[config.mk]
export PLATFORM = sky130hd
export DESIGN_NAME = dmem_arbiter
export DESIGN_NICKNAME = d
export VERILOG_FILES = /design/src/rtl/dmem_arbiter.sv
export SDC_FILE = /design/constraint.sdc
export NUM_CORES = 1
export LEC_CHECK = 0
export ABC_AREA = 1
export BUFFER_PORTS_ARGS = -buffer_cell sky130_fd_sc_hd__buf_4
export CAP_MARGIN = 10
export CELL_PAD_IN_SITES_DETAIL_PLACEMENT = 0
export CELL_PAD_IN_SITES_GLOBAL_PLACEMENT = 2
export CORE_UTILIZATION = 11
export DETAILED_ROUTE_END_ITERATION = 10
export PLACE_DENSITY = 0.79
export SLEW_MARGIN = 20
export SYNTH_ARGS = -nofsm -noshare
export SYNTH_HDL_FRONTEND = slang
export SYNTH_SLANG_ARGS = --single-unit
export TNS_END_PERCENT = 100
[constraint.sdc]
create_clock -name clk -period 1.7 [get_ports clk]
set_input_delay 0.085 -clock clk [delete_from_list [all_inputs] [get_ports clk]]
set_output_delay 0.085 -clock clk [all_outputs]
set_load 0.02 [all_outputs]
[src/rtl/dmem_arbiter.sv]
// Two-requester arbiter in front of the single-port data memory.
// The CPU owns memory by default; DMA gets idle slots, or is forced in after a bounded wait.
module dmem_arbiter #(
    parameter int ADDR_W    = 32,
    parameter int DATA_W    = 32,
    parameter int MAX_WAIT  = 4,
    parameter int BURST_MAX = 8
) (
    input  logic              clk,
    input  logic              rst,
    input  logic              cpu_req,
    input  logic              cpu_we,
    input  logic [ADDR_W-1:0] cpu_addr,
    input  logic [DATA_W-1:0] cpu_wdata,
    output logic [DATA_W-1:0] cpu_rdata,
    output logic              cpu_stall,
    input  logic              dma_req,
    input  logic              dma_we,
    input  logic              dma_lock,
    input  logic [ADDR_W-1:0] dma_addr,
    input  logic [DATA_W-1:0] dma_wdata,
    output logic              dma_gnt,
    output logic [DATA_W-1:0] dma_rdata,
    output logic              dma_rvalid,
    output logic              mem_ce,
    output logic              mem_we,
    output logic [ADDR_W-1:0] mem_addr,
    output logic [DATA_W-1:0] mem_wdata,
    input  logic [DATA_W-1:0] mem_rdata,
    output logic              owner
);

    // state   | meaning
    // CPU_OWN | CPU drives memory; DMA waits for an idle slot or the wait limit
    // DMA_OWN | DMA drives memory; CPU requests are stalled
    typedef enum logic {
        CPU_OWN = 1'b0,
        DMA_OWN = 1'b1
    } state_t;

    localparam logic [3:0] WAIT_LAST  = 4'(MAX_WAIT - 1);
    localparam logic [3:0] WAIT_SAT   = 4'(MAX_WAIT);
    localparam logic [3:0] BURST_LAST = 4'(BURST_MAX - 1);

    state_t     state_q, state_d;
    logic [3:0] wait_cnt_q, wait_cnt_d;
    logic [3:0] beat_cnt_q, beat_cnt_d;
    logic       dma_beat;

    assign dma_beat = (state_q == DMA_OWN) && dma_req;

    always_ff @(posedge clk or negedge rst) begin
        if (!rst) begin
            state_q    <= CPU_OWN;
            wait_cnt_q <= '0;
            beat_cnt_q <= '0;
        end else begin
            state_q    <= state_d;
            wait_cnt_q <= wait_cnt_d;
            beat_cnt_q <= beat_cnt_d;
        end
    end

    always_comb begin
        state_d    = state_q;
        wait_cnt_d = wait_cnt_q;
        beat_cnt_d = beat_cnt_q;
        case (state_q)
            CPU_OWN: begin
                if (dma_req && !cpu_req) begin
                    state_d    = DMA_OWN;
                    wait_cnt_d = '0;
                    beat_cnt_d = '0;
                end else if (dma_req && cpu_req) begin
                    // the CPU access in this cycle still completes; DMA takes the next one
                    if (wait_cnt_q == WAIT_LAST) begin
                        state_d    = DMA_OWN;
                        wait_cnt_d = '0;
                        beat_cnt_d = '0;
                    end else if (wait_cnt_q != WAIT_SAT) begin
                        wait_cnt_d = wait_cnt_q + 4'd1;
                    end
                end else begin
                    wait_cnt_d = '0;
                end
            end
            DMA_OWN: begin
                if (dma_beat) begin
                    beat_cnt_d = beat_cnt_q + 4'd1;
                end
                // the burst cap overrides dma_lock so the CPU is never starved for long
                if (!dma_req || (cpu_req && !dma_lock) ||
                    (dma_beat && beat_cnt_q == BURST_LAST)) begin
                    state_d    = CPU_OWN;
                    wait_cnt_d = '0;
                    beat_cnt_d = '0;
                end
            end
            default: begin
                state_d    = CPU_OWN;
                wait_cnt_d = '0;
                beat_cnt_d = '0;
            end
        endcase
    end

    always_comb begin
        mem_ce     = 1'b0;
        mem_we     = 1'b0;
        mem_addr   = '0;
        mem_wdata  = '0;
        cpu_stall  = 1'b0;
        dma_gnt    = 1'b0;
        dma_rvalid = 1'b0;
        owner      = 1'b0;
        // outputs stay quiet for the whole time reset is held, not just after the flops clear
        if (rst) begin
            if (state_q == DMA_OWN) begin
                mem_ce     = dma_req;
                mem_we     = dma_req && dma_we;
                mem_addr   = dma_addr;
                mem_wdata  = dma_wdata;
                cpu_stall  = cpu_req;
                dma_gnt    = dma_req;
                dma_rvalid = dma_req && !dma_we;
                owner      = 1'b1;
            end else begin
                mem_ce     = cpu_req;
                mem_we     = cpu_req && cpu_we;
                mem_addr   = cpu_addr;
                mem_wdata  = cpu_wdata;
            end
        end
    end

    assign cpu_rdata = mem_rdata;
    assign dma_rdata = mem_rdata;

endmodule

==> key figures <==
Layout
  • Nets: roughly 540
  • Commonest cells after routing, fill and taps aside: buf_4 (206), a22o_1 (64), nand2_1 (31), nand3_1 (12), inv_1 (10)
  • Fillers: 1819
  • Area growth, synth to finish: 72.4%
  • Ant. Diodes: 0
  • Most common cell after layout, fill and taps aside: buf_4
  • Count of non-filler cells in the finished layout: 584
  • Share of cells above drive strength 1: 58.7%

Worst hold path
  • Hold Crit Class: primary input to primary output

Yosys
  • YS warnings: 0
  • Syn Area/Cell: 7.74 um^2
  • Sequential share of the synthesized area: 12.4%
  • Yosys top cell area share: approximately 31%
  • Post-synth cell types: 19
  • Mapped cell area: 1810 um^2
  • Synth area leaders: a22o_1 (31%), buf_4 (27%), dfrtp_1 (12%), buf_6 (6.8%), nand2_1 (6.4%)
  • #FFs+latches synth: 9
  • Syn Inst Count: 234
  • Biggest area consumer among synthesized cells: a22o_1
  • Synth Net Count: 404

STA
  • Final TNS setup: 0 ps
  • Max-slew violation count: 0
  • Worst-Margin Slew: 446 ps
  • Final setup violation count: 0
  • Worst Skew: 0.941 ps
  • Rel. slew slack: 70.2%
  • Unrepaired setup endpoints after global routing: false
  • Crit path time final: 1600 ps
  • Fmax: 626 MHz
  • Hold Fails Final Rpt: 0
  • Tcrit/Tclk final: 93.9%
  • Worst-case hold slack: 170 ps

Clock network
  • CTS max path bufs: 2
  • Clock sinks: 9
  • Clock tree from TritonCTS: yes
  • Clk_lat worst skew: 240 ps
  • Depth of the CTS H-tree: 1
  • Post-CTS setup buffers: 0
  • Root Driver: clkbuf_16
  • CTS buffer count: 3
  • Clock slew at reported path FFs: 40 ps

Global routing
  • First-pass GRT wire length: 11.3 mm
  • Largest net degree at the start of global routing: 67
  • Total gr overflow: 0
  • Overall Global Routing Usage: 8.84%
  • Antenna violations before repair: 0
  • Vias in the first global route: between 1500 and 2000

Power and ir drop
  • VDD IR max: 0.532 mV
  • P_leak: approximately 1.7 nW
  • Combinational share of power: 69.7%
  • Clk pwr share: 18.3%
  • Total power density per cell area: 739 nW/um^2
  • Sw power: between 0.9 and 1 mW
  • Seq pwr share: 11.9%
  • Switch share: 42.5%
  • P_int: 1.33 mW

Floorplanning
  • Die area: around 17000 um^2
  • Site Rows: 46
  • Die H: 130 um
  • IO Pins: 301
  • Core area: 16000 um^2
  • Initial core utilization: between 10% and 20%
  • Die width: 130 um

Placed design
  • Post-DP HPWL: 7.11 mm
  • Cells after DPL: 579
  • Buffers on Ports: 204
  • Routability cong.: 0.699

Route
  • Total Wirelength: 8.73 mm
  • Vias per std cell: 3.67
  • DR pass1 iterations: 4
  • Vias post-DR: between 2000 and 2500
  • Number of DRC markers in iteration 0: 66
  • DRC errors left: 0
  • WL/cell: 14.9 um
  • ANT nets after route: 0

Outcome
  • Status: completed

Critical path
  • CP Launch Type: register
  • Req. time, crit path: 1620 ps
  • Worst-path maximum fanout: 66
  • Critical setup path kind: register to primary output
  • Worst EP arrival: 1510 ps
  • CP Capture Type: primary output

Job
  • Max cap viols: 0
## area by class of cell
cell class / instances / area (um^2) / area share, %
tap: 216 / 270 / 8.65
multi-input combinational: 134 / 917 / 29.4
sequential: 9 / 225 / 7.21
clock buffer: 4 / 78.8 / 2.52
inverter: 12 / 45.0 / 1.44
timing repair buffer: 209 / 1590 / 50.8
## state kept, by name (all words and copies together) (netlist names)
signal,count
beat_cnt_q,4
state_q,1
wait_cnt_q,4
## power by group through the flow
stage               clock network [mW]  logic (mW)  registers, mW
detailed placement                   0        1.62          0.278
finish                           0.423        1.61          0.276
global route                     0.439        1.73          0.282
floorplan                            0        1.15          0.265
CTS                              0.431        1.63          0.275
global placement                     0        1.61          0.276
## per-layer routing
layer	track usage (%)	wire (um)	vias up
met1	9.63	3190	952
met5	0	0	-
met3	2.95	924	14
met4	2.23	114	0
met2	16.3	4500	138
li1	-	-	1037
## what timing repair did
| action | CTS | global route |
|---|---|---|
| hold buffers | 1 | 0 |
| hold endpoints to repair | 9 | 0 |
| resized for setup | 0 | 1 |
| setup endpoints to repair | 0 | 4 |
## logic make-up after synthesis
kind of cell               count (synthesis)  share of synthesized area (%)
AOI/OAI and AO/OA                         70                           32.6
and+or+nand+nor                           57                           14.0
buffers and inverters                     91                           36.9
DFF                                        9                           12.4
xor gates and xnor gates                   4                           1.93
adders and majority gates                  3                           2.07
## synth_stat cells
library cell  instances
a21oi_1               2
a22o_1               64
buf_2                 4
buf_4                64
buf_6                11
dfrtp_1               9
ha_1                  3
inv_1                10
inv_2                 2
nand2_1              31
nand2_4               1
nand3_1              12
nand4_1               3
nor2_1                8
nor2_4                1
o21ai_0               4
or2_2                 1
xnor2_1               2
xor2_1                2
## worst max-delay path: stages (launching register included)
cell and delay [ps]:
dfrtp_1 430, nor2_4 140, buf_12 280, a22o_1 220
buf_4 160
## path summary, 6_finish.rpt
path | start | endpoint | slack, ps | cells past startpoint
setup / recovery | state_q | mem_wdata[1] | 100 | 4
hold / removal | mem_rdata[21] | dma_rdata[21] | 170 | 0
setup reg to reg | beat_cnt_q[0] | beat_cnt_q[2] | 300 | 6
hold reg to reg | beat_cnt_q[1] | beat_cnt_q[1] | 510 | 2
max in group asynchronous | rst | beat_cnt_q[3] | 1030 | 2
min in group asynchronous | rst | wait_cnt_q[2] | 370 | 2
## metrics by stage
step	utilization, %	total power [mW]	instance area (um^2)	worst slack (ps)
2_1_floorplan	-	1.41	1810	462
6_report	19.5	2.31	3120	104
5_1_grt	19.5	2.45	3120	40.5
3_3_place_gp	18.9	1.89	3030	306
3_5_place_dp	18.9	1.90	3030	277
4_1_cts	19.5	2.34	3120	11.6
(Power assumes the default switching activity.)
